$ cat config.mk
export PLATFORM = sky130hd
export DESIGN_NAME = pc_sequencer_flat
export DESIGN_NICKNAME = d
export VERILOG_FILES = /design/src/rtl/pc_pkg.sv /design/src/rtl/pc_sequencer_if.sv /design/src/rtl/pc_sequencer_next_pc_mux.sv /design/src/rtl/pc_sequencer.sv /design/src/flat_wrapper.sv
export SDC_FILE = /design/constraint.sdc
export NUM_CORES = 1
export LEC_CHECK = 0
export BUFFER_PORTS_ARGS = -buffer_cell sky130_fd_sc_hd__buf_2
export CELL_PAD_IN_SITES_DETAIL_PLACEMENT = 1
export CELL_PAD_IN_SITES_GLOBAL_PLACEMENT = 1
export CORE_ASPECT_RATIO = 0.7
export CORE_MARGIN = 2
export CORE_UTILIZATION = 37
export CTS_CLUSTER_DIAMETER = 60
export CTS_CLUSTER_SIZE = 30
export DETAILED_ROUTE_END_ITERATION = 8
export HOLD_SLACK_MARGIN = 0.12
export PLACE_DENSITY = 0.92
export RECOVER_POWER = 25
export SYNTH_ARGS = -nofsm -noshare
export SYNTH_HDL_FRONTEND = slang
export SYNTH_SLANG_ARGS = --single-unit
$ cat constraint.sdc
create_clock -name clk -period 3.71 [get_ports clk]
set_clock_uncertainty 0.1 [all_clocks]
set_input_delay 0.371 -clock clk [delete_from_list [all_inputs] [get_ports clk]]
set_output_delay 0.371 -clock clk [all_outputs]
set_load 0.005 [all_outputs]
$ cat src/rtl/pc_pkg.sv
// pc_pkg: shared state encoding, widths and default vectors for the PC sequencer
package pc_pkg;
    typedef enum logic [1:0] {RUN, FLUSH, TRAP} state_t;
    localparam int XLEN = 32;
    localparam int INSTR_BYTES = 4;
    localparam logic [XLEN-1:0] DEF_RESET_VECTOR = 32'h0000_0000;
    localparam logic [XLEN-1:0] DEF_TRAP_VECTOR = 32'h0000_0100;
    localparam int DEF_FLUSH_CYCLES = 2;
endpackage

$ cat src/rtl/pc_sequencer_if.sv
// pc_sequencer_if: redirect requests in (stall, jump, branch, trap_ack); fetch PC, link, flush, trap status, statistics out
interface pc_sequencer_if;
    import pc_pkg::*;
    logic            stall;
    logic            jump_valid;
    logic            is_jalr;
    logic [XLEN-1:0] jump_target;
    logic            branch_taken;
    logic [XLEN-1:0] branch_target;
    logic            trap_ack;
    logic [XLEN-1:0] pc;
    logic [XLEN-1:0] pc_plus4;
    logic            flush;
    logic            misalign_trap;
    logic [XLEN-1:0] trap_addr;
    logic [XLEN-1:0] redirect_count;
    modport master (
        output stall, jump_valid, is_jalr, jump_target, branch_taken, branch_target, trap_ack,
        input  pc, pc_plus4, flush, misalign_trap, trap_addr, redirect_count
    );
    modport slave (
        input  stall, jump_valid, is_jalr, jump_target, branch_taken, branch_target, trap_ack,
        output pc, pc_plus4, flush, misalign_trap, trap_addr, redirect_count
    );
endinterface

$ cat src/rtl/pc_sequencer_next_pc_mux.sv
// next_pc_mux: priority next-PC select (jump > branch > pc+4), JALR bit0 clear, misalignment detect
module next_pc_mux
    import pc_pkg::*;
(
    input  logic [XLEN-1:0] pc,
    input  logic            jump_valid,
    input  logic            is_jalr,
    input  logic [XLEN-1:0] jump_target,
    input  logic            branch_taken,
    input  logic [XLEN-1:0] branch_target,
    output logic [XLEN-1:0] next_target,
    output logic            redirect,
    output logic            misaligned
);
    logic [XLEN-1:0] eff_jump;
    assign eff_jump = is_jalr ? {jump_target[XLEN-1:1], 1'b0} : jump_target;
    assign next_target = jump_valid ? eff_jump : branch_taken ? branch_target : pc + XLEN'(INSTR_BYTES);
    assign redirect = jump_valid | branch_taken;
    assign misaligned = redirect & (|next_target[1:0]);
endmodule

$ cat src/rtl/pc_sequencer.sv
// pc_sequencer: PC register, redirect FSM (RUN/FLUSH/TRAP), flush timer and misalignment trap
// Ports: clk, rst_n (async active-low), bus (pc_sequencer_if.slave: redirect inputs, pc/flush/trap outputs)
// Optional: PC_REDIRECT_COUNT_EN enables the redirect_count statistics register (tied to 0 otherwise)
module pc_sequencer
    import pc_pkg::*;
#(
    parameter logic [XLEN-1:0] RESET_VECTOR = DEF_RESET_VECTOR,
    parameter logic [XLEN-1:0] TRAP_VECTOR  = DEF_TRAP_VECTOR,
    parameter int              FLUSH_CYCLES = DEF_FLUSH_CYCLES
)(
    input logic clk,
    input logic rst_n,
    pc_sequencer_if.slave bus
);
    state_t          state, state_n;
    logic [XLEN-1:0] pc_q, pc_n, taddr_q, taddr_n, next_target;
    logic [3:0]      cnt_q, cnt_n;
    logic            redirect, misaligned;
    next_pc_mux u_mux (
        .pc(pc_q),
        .jump_valid(bus.jump_valid),
        .is_jalr(bus.is_jalr),
        .jump_target(bus.jump_target),
        .branch_taken(bus.branch_taken),
        .branch_target(bus.branch_target),
        .next_target(next_target),
        .redirect(redirect),
        .misaligned(misaligned)
    );
    always_ff @(posedge clk or negedge rst_n) begin
        if (!rst_n) begin
            state   <= RUN;
            pc_q    <= RESET_VECTOR;
            taddr_q <= '0;
            cnt_q   <= '0;
        end else begin
            state   <= state_n;
            pc_q    <= pc_n;
            taddr_q <= taddr_n;
            cnt_q   <= cnt_n;
        end
    end
    // A misaligned redirect leaves pc untouched and parks in TRAP; stall only gates sequential advance.
    always_comb begin
        state_n = state;
        pc_n    = pc_q;
        taddr_n = taddr_q;
        cnt_n   = cnt_q;
        if (state == TRAP) begin
            if (bus.trap_ack) begin
                state_n = FLUSH;
                pc_n    = TRAP_VECTOR;
                cnt_n   = 4'(FLUSH_CYCLES);
            end
        end else if (redirect && misaligned) begin
            state_n = TRAP;
            taddr_n = next_target;
        end else begin
            pc_n = (redirect || !bus.stall) ? next_target : pc_q;
            if (redirect) begin
                state_n = FLUSH;
                cnt_n   = 4'(FLUSH_CYCLES);
            end else if (state == FLUSH) begin
                cnt_n   = cnt_q - 4'd1;
                state_n = (cnt_q == 4'd1) ? RUN : FLUSH;
            end
        end
    end
    assign bus.pc            = pc_q;
    assign bus.pc_plus4      = pc_q + XLEN'(INSTR_BYTES);
    assign bus.flush         = state != RUN;
    assign bus.misalign_trap = state == TRAP;
    assign bus.trap_addr     = taddr_q;
`ifdef PC_REDIRECT_COUNT_EN
    logic            accept;
    logic [XLEN-1:0] rcount_q;
    assign accept = (state == TRAP) ? bus.trap_ack : (redirect && !misaligned);
    always_ff @(posedge clk or negedge rst_n) begin
        if (!rst_n) rcount_q <= '0;
        else if (accept) rcount_q <= rcount_q + 1'b1;
    end
    assign bus.redirect_count = rcount_q;
`else
    assign bus.redirect_count = '0;
`endif
endmodule

$ cat src/flat_wrapper.sv
// flat-port wrapper written by rule: the top's interface ports become plain ports
module pc_sequencer_flat import pc_pkg::*;
#(
    parameter logic [XLEN-1:0] RESET_VECTOR = DEF_RESET_VECTOR,
    parameter logic [XLEN-1:0] TRAP_VECTOR  = DEF_TRAP_VECTOR,
    parameter int              FLUSH_CYCLES = DEF_FLUSH_CYCLES
)
  (clk, rst_n, bus_stall, bus_jump_valid, bus_is_jalr, bus_jump_target, bus_branch_taken, bus_branch_target, bus_trap_ack, bus_pc, bus_pc_plus4, bus_flush, bus_misalign_trap, bus_trap_addr, bus_redirect_count);
  pc_sequencer_if bus_i ();
  input logic clk;
  input logic rst_n;
  input wire logic [$bits(bus_i.stall)-1:0] bus_stall;
  input wire logic [$bits(bus_i.jump_valid)-1:0] bus_jump_valid;
  input wire logic [$bits(bus_i.is_jalr)-1:0] bus_is_jalr;
  input wire logic [$bits(bus_i.jump_target)-1:0] bus_jump_target;
  input wire logic [$bits(bus_i.branch_taken)-1:0] bus_branch_taken;
  input wire logic [$bits(bus_i.branch_target)-1:0] bus_branch_target;
  input wire logic [$bits(bus_i.trap_ack)-1:0] bus_trap_ack;
  output wire logic [$bits(bus_i.pc)-1:0] bus_pc;
  output wire logic [$bits(bus_i.pc_plus4)-1:0] bus_pc_plus4;
  output wire logic [$bits(bus_i.flush)-1:0] bus_flush;
  output wire logic [$bits(bus_i.misalign_trap)-1:0] bus_misalign_trap;
  output wire logic [$bits(bus_i.trap_addr)-1:0] bus_trap_addr;
  output wire logic [$bits(bus_i.redirect_count)-1:0] bus_redirect_count;
  assign bus_i.stall = bus_stall;
  assign bus_i.jump_valid = bus_jump_valid;
  assign bus_i.is_jalr = bus_is_jalr;
  assign bus_i.jump_target = bus_jump_target;
  assign bus_i.branch_taken = bus_branch_taken;
  assign bus_i.branch_target = bus_branch_target;
  assign bus_i.trap_ack = bus_trap_ack;
  assign bus_pc = bus_i.pc;
  assign bus_pc_plus4 = bus_i.pc_plus4;
  assign bus_flush = bus_i.flush;
  assign bus_misalign_trap = bus_i.misalign_trap;
  assign bus_trap_addr = bus_i.trap_addr;
  assign bus_redirect_count = bus_i.redirect_count;
  pc_sequencer #(.RESET_VECTOR(RESET_VECTOR), .TRAP_VECTOR(TRAP_VECTOR), .FLUSH_CYCLES(FLUSH_CYCLES)) u_core (.clk(clk), .rst_n(rst_n), .bus(bus_i));
endmodule
==> results.tsv <==
stage	metric	value	unit
detailed_routing	vias	4611	
critical_path	crit_path_start_kind	register	
place	dpl.hpwl	12600	µm
detailed_routing	vias_per_cell	5.50	
clocking	post_cts_buffers	0	
sta	finalWorstSetupSlack	0.552	ns
critical_path	reg2reg_to	u_core.bus.pc[18]	
cells_and_area	fill_cells	1472	
synth	yosys_warnings	0	
grt	antenna_found_initial	0	
critical_path	r2r_setup_slack	1.09	ns
critical_path	end_kind	primary output	
place	io_buffers	168	
critical_path	path_cells	ha_1 > nand3_1 > or2_2 > nor3_1 > xor2_1 > buf_2	
detailed_routing	first_pass_iters	4	
cells_and_area	area_delta_synth_final	24.4	%
sta	fin_crit_sh	85.1	%
critical_path	crit_path_end	bus_pc_plus4[18]	
hold_path	hp-class	input port to register	
critical_path	critical_path_buf_inv_count	1	
grt	grt_start_max_net_pins	71	
synth	synthFlopType	dfrtp_1	
floorplan	rows	33	
cells_and_area	layout_common_cells	167 x buf_2, 70 x nand2_1, 70 x o21ai_0, 70 x dfrtp_1, 32 x conb_1	
detailed_routing	post_drt_wl_per_cell	19.9	µm
clocking	insertion_delay	0.34	ns
power	power.leakage	0.00277	µW
critical_path	cp.arrival	2.69	ns
grt	overflow	0	
clocking	ctsResizeCount	0	
sta	setup_tns	0	ns
cells_and_area	fin_cells	838	
place	place_ws	0.823	ns
clocking	path_clk_slew	0.05	ns
sta	timing_hold_violations_final	0	
synth	ys_ff_latch	70	
clocking	cts.sinks	70	
synth	synth_edf_count	0	
detailed_routing	drtIter0Drc	277	
sta	slew_viol_final	71	
cells_and_area	final_core_util	47.3	%
sta	setup_violations	0	
floorplan	io_pins	201	
synth	synthCells	525	
place	placed_area	0.00530	mm²
floorplan	die_h	96.0	µm
detailed_routing	wirelength	16700	µm
sta	worstMarginPinSlew	1.90	ns
sta	fmax	0.317	GHz
place	dp.cells	825	
power	powerDensity	720	mW/mm²
critical_path	crit_required	3.24	ns
synth	syn_avg_cell_area	8.52	µm²
clocking	cts_tree	done	
critical_path	cp-startpoint	u_core.bus.pc[2]	
synth	yosysSeqAreaShare	39.2	%
place	gp_congestion	0.913	
run	maxCapViolCount	1	
sta	post-route-min-period	3.16	ns
synth	postSynth.asyncResetShare	100	%
detailed_routing	drc	0	
floorplan	core_area	0.0118	mm²
synth	synth_cell_types	64	
critical_path	reg2regPathDepth	7	
clocking	root_buffer	clkbuf_16	
critical_path	cpLargestDelayFamily	simple AND/OR/NAND/NOR gates	
outcome	status	finished with violations	
clocking	holdBufCountCts	0	
synth	syn_area	0.00447	mm²
cells_and_area	drive_gt1_share	31.3	%
critical_path	worstPathMaxFanout	7	
sta	rsz0062_at_grt	no	
clocking	ctsHtreeMaxLevel	3	
cells_and_area	layout_commonest_cell	buf_2	
clocking	numCtsBuffers	9	
floorplan	dieArea	0.0130	mm²
floorplan	dieWidth	135	µm
critical_path	worstSetupPathDepth	6	
floorplan	start_util	38.0	%
detailed_routing	ant_nets	0	
grt	grt_usage	26.5	%
power	peakVddDrop	0.000310	V
critical_path	reg2reg_from	u_core.bus.pc[2]	
cells_and_area	finish.net_count	755	
cells_and_area	fin_area	0.00556	mm²
sta	slew_headroom	-26.3	%
grt	grt_pass1_wl	26200	µm
outcome	violations	capacitance limit, slew limit	
critical_path	criticalPathCategory	register to primary output	
critical_path	cp_slowest_cell	nor3_1	
critical_path	max_stage_delay	0.54	ns
cells_and_area	diodes	0	
clocking	clockBufferDepth	2	
grt	grt_pass1_vias	4765	
## synth_stat cells (all sizes together), types with 8 or more instances
| master | n | area share (%) |
|---|---|---|
| nor3 | 11 | 1.3 |
| o21ai | 73 | 8.2 |
| a21oi | 23 | 2.7 |
| xnor2 | 15 | 2.9 |
| inv | 20 | 1.7 |
| xor2 | 12 | 2.3 |
| nand2 | 70 | 5.9 |
| o22ai | 11 | 1.5 |
| clkbuf | 15 | 1.3 |
| buf | 48 | 7.3 |
| nand3 | 20 | 2.3 |
| nor2 | 25 | 2.3 |
| mux2i | 9 | 2.0 |
| dfrtp | 70 | 39 |
| nand4 | 8 | 1.5 |
## per-stage QoR
stage / hold WS (ns) / power, µW
after floorplan: -0.0246 / 2350
after global placement: 0.355 / 3120
after detailed placement: 0.366 / 3210
after CTS: 0.122 / 4030
after global routing: 0.236 / 4300
final: 0.217 / 4010
## worst min path at each step
stage               cells after the start                      from  slack [ns]                  endpoint
finish                                  3       bus_jump_target[18]        0.22  u_core.bus.trap_addr[18]
global route                            3       bus_jump_target[16]        0.24  u_core.bus.trap_addr[16]
CTS                                     1                     rst_n        0.12         u_core.bus.pc[27]
detailed placement                      2  u_core.bus.trap_addr[31]        0.37  u_core.bus.trap_addr[31]
global placement                        2  u_core.bus.trap_addr[30]        0.36  u_core.bus.trap_addr[30]
floorplan                               0                     rst_n       -0.02          u_core.bus.pc[0]
## sequential cells by signal (all words and copies together), names as in the netlist
name and flops:
u_core.bus.pc 32, u_core.cnt_q 4, u_core.bus.trap_addr 32, u_core.state 2
## where the power goes
group / leakage [µW] / internal, µW / switching (µW)
registers: 0.000876 / 1110 / 420
logic: 0.00177 / 742 / 940
clock network: 0.000133 / 475 / 317
total: 0.00277 / 2330 / 1680
## per-layer routing
metal,vias to the layer above,wire (µm),global-route usage (%)
met5,-,0,0
met4,0,342,9.03
met3,27,1280,5.90
met2,215,7710,43.2
met1,2272,7340,35.0
li1,2097,-,-
## cell families (layout without fill, tap and decap cells)
kind of cell | Yosys count | in the layout | synth area share (%)
and+or+nand+nor | 172 | 172 | 19.6
other | 1 | 32 | 0.0838
DFF | 70 | 70 | 39.2
buffers and inverters | 83 | 208 | 10.2
adders and majority gates | 5 | 5 | 1.40
xor gates and xnor gates | 27 | 27 | 5.29
AOI/OAI and AO/OA | 154 | 154 | 21.3
muxes | 13 | 13 | 3.02
## worst register-to-register path, stage by stage (launching register included)
cell     delay [ns]
dfrtp_1        0.47
ha_1           0.23
nand3_1        0.31
or2_2          0.47
nor3_1         0.54
nor2_1         0.11
o21ai_0        0.17
o21ai_0        0.10
## cell type report
| cell class | instances | area (µm²) | share of cell area (%) |
|---|---|---|---|
| multi-input cells | 403 | 2380 | 42.9 |
| clock inverters | 2 | 10.0 | 0.180 |
| flip-flops and latches | 70 | 1750 | 31.5 |
| inverters | 20 | 75.1 | 1.35 |
| clock buffers | 11 | 253 | 4.54 |
| well taps | 157 | 196 | 3.53 |
| repair buffers | 175 | 893 | 16.1 |
No activity file was read; power rests on OpenSTA's default activity.
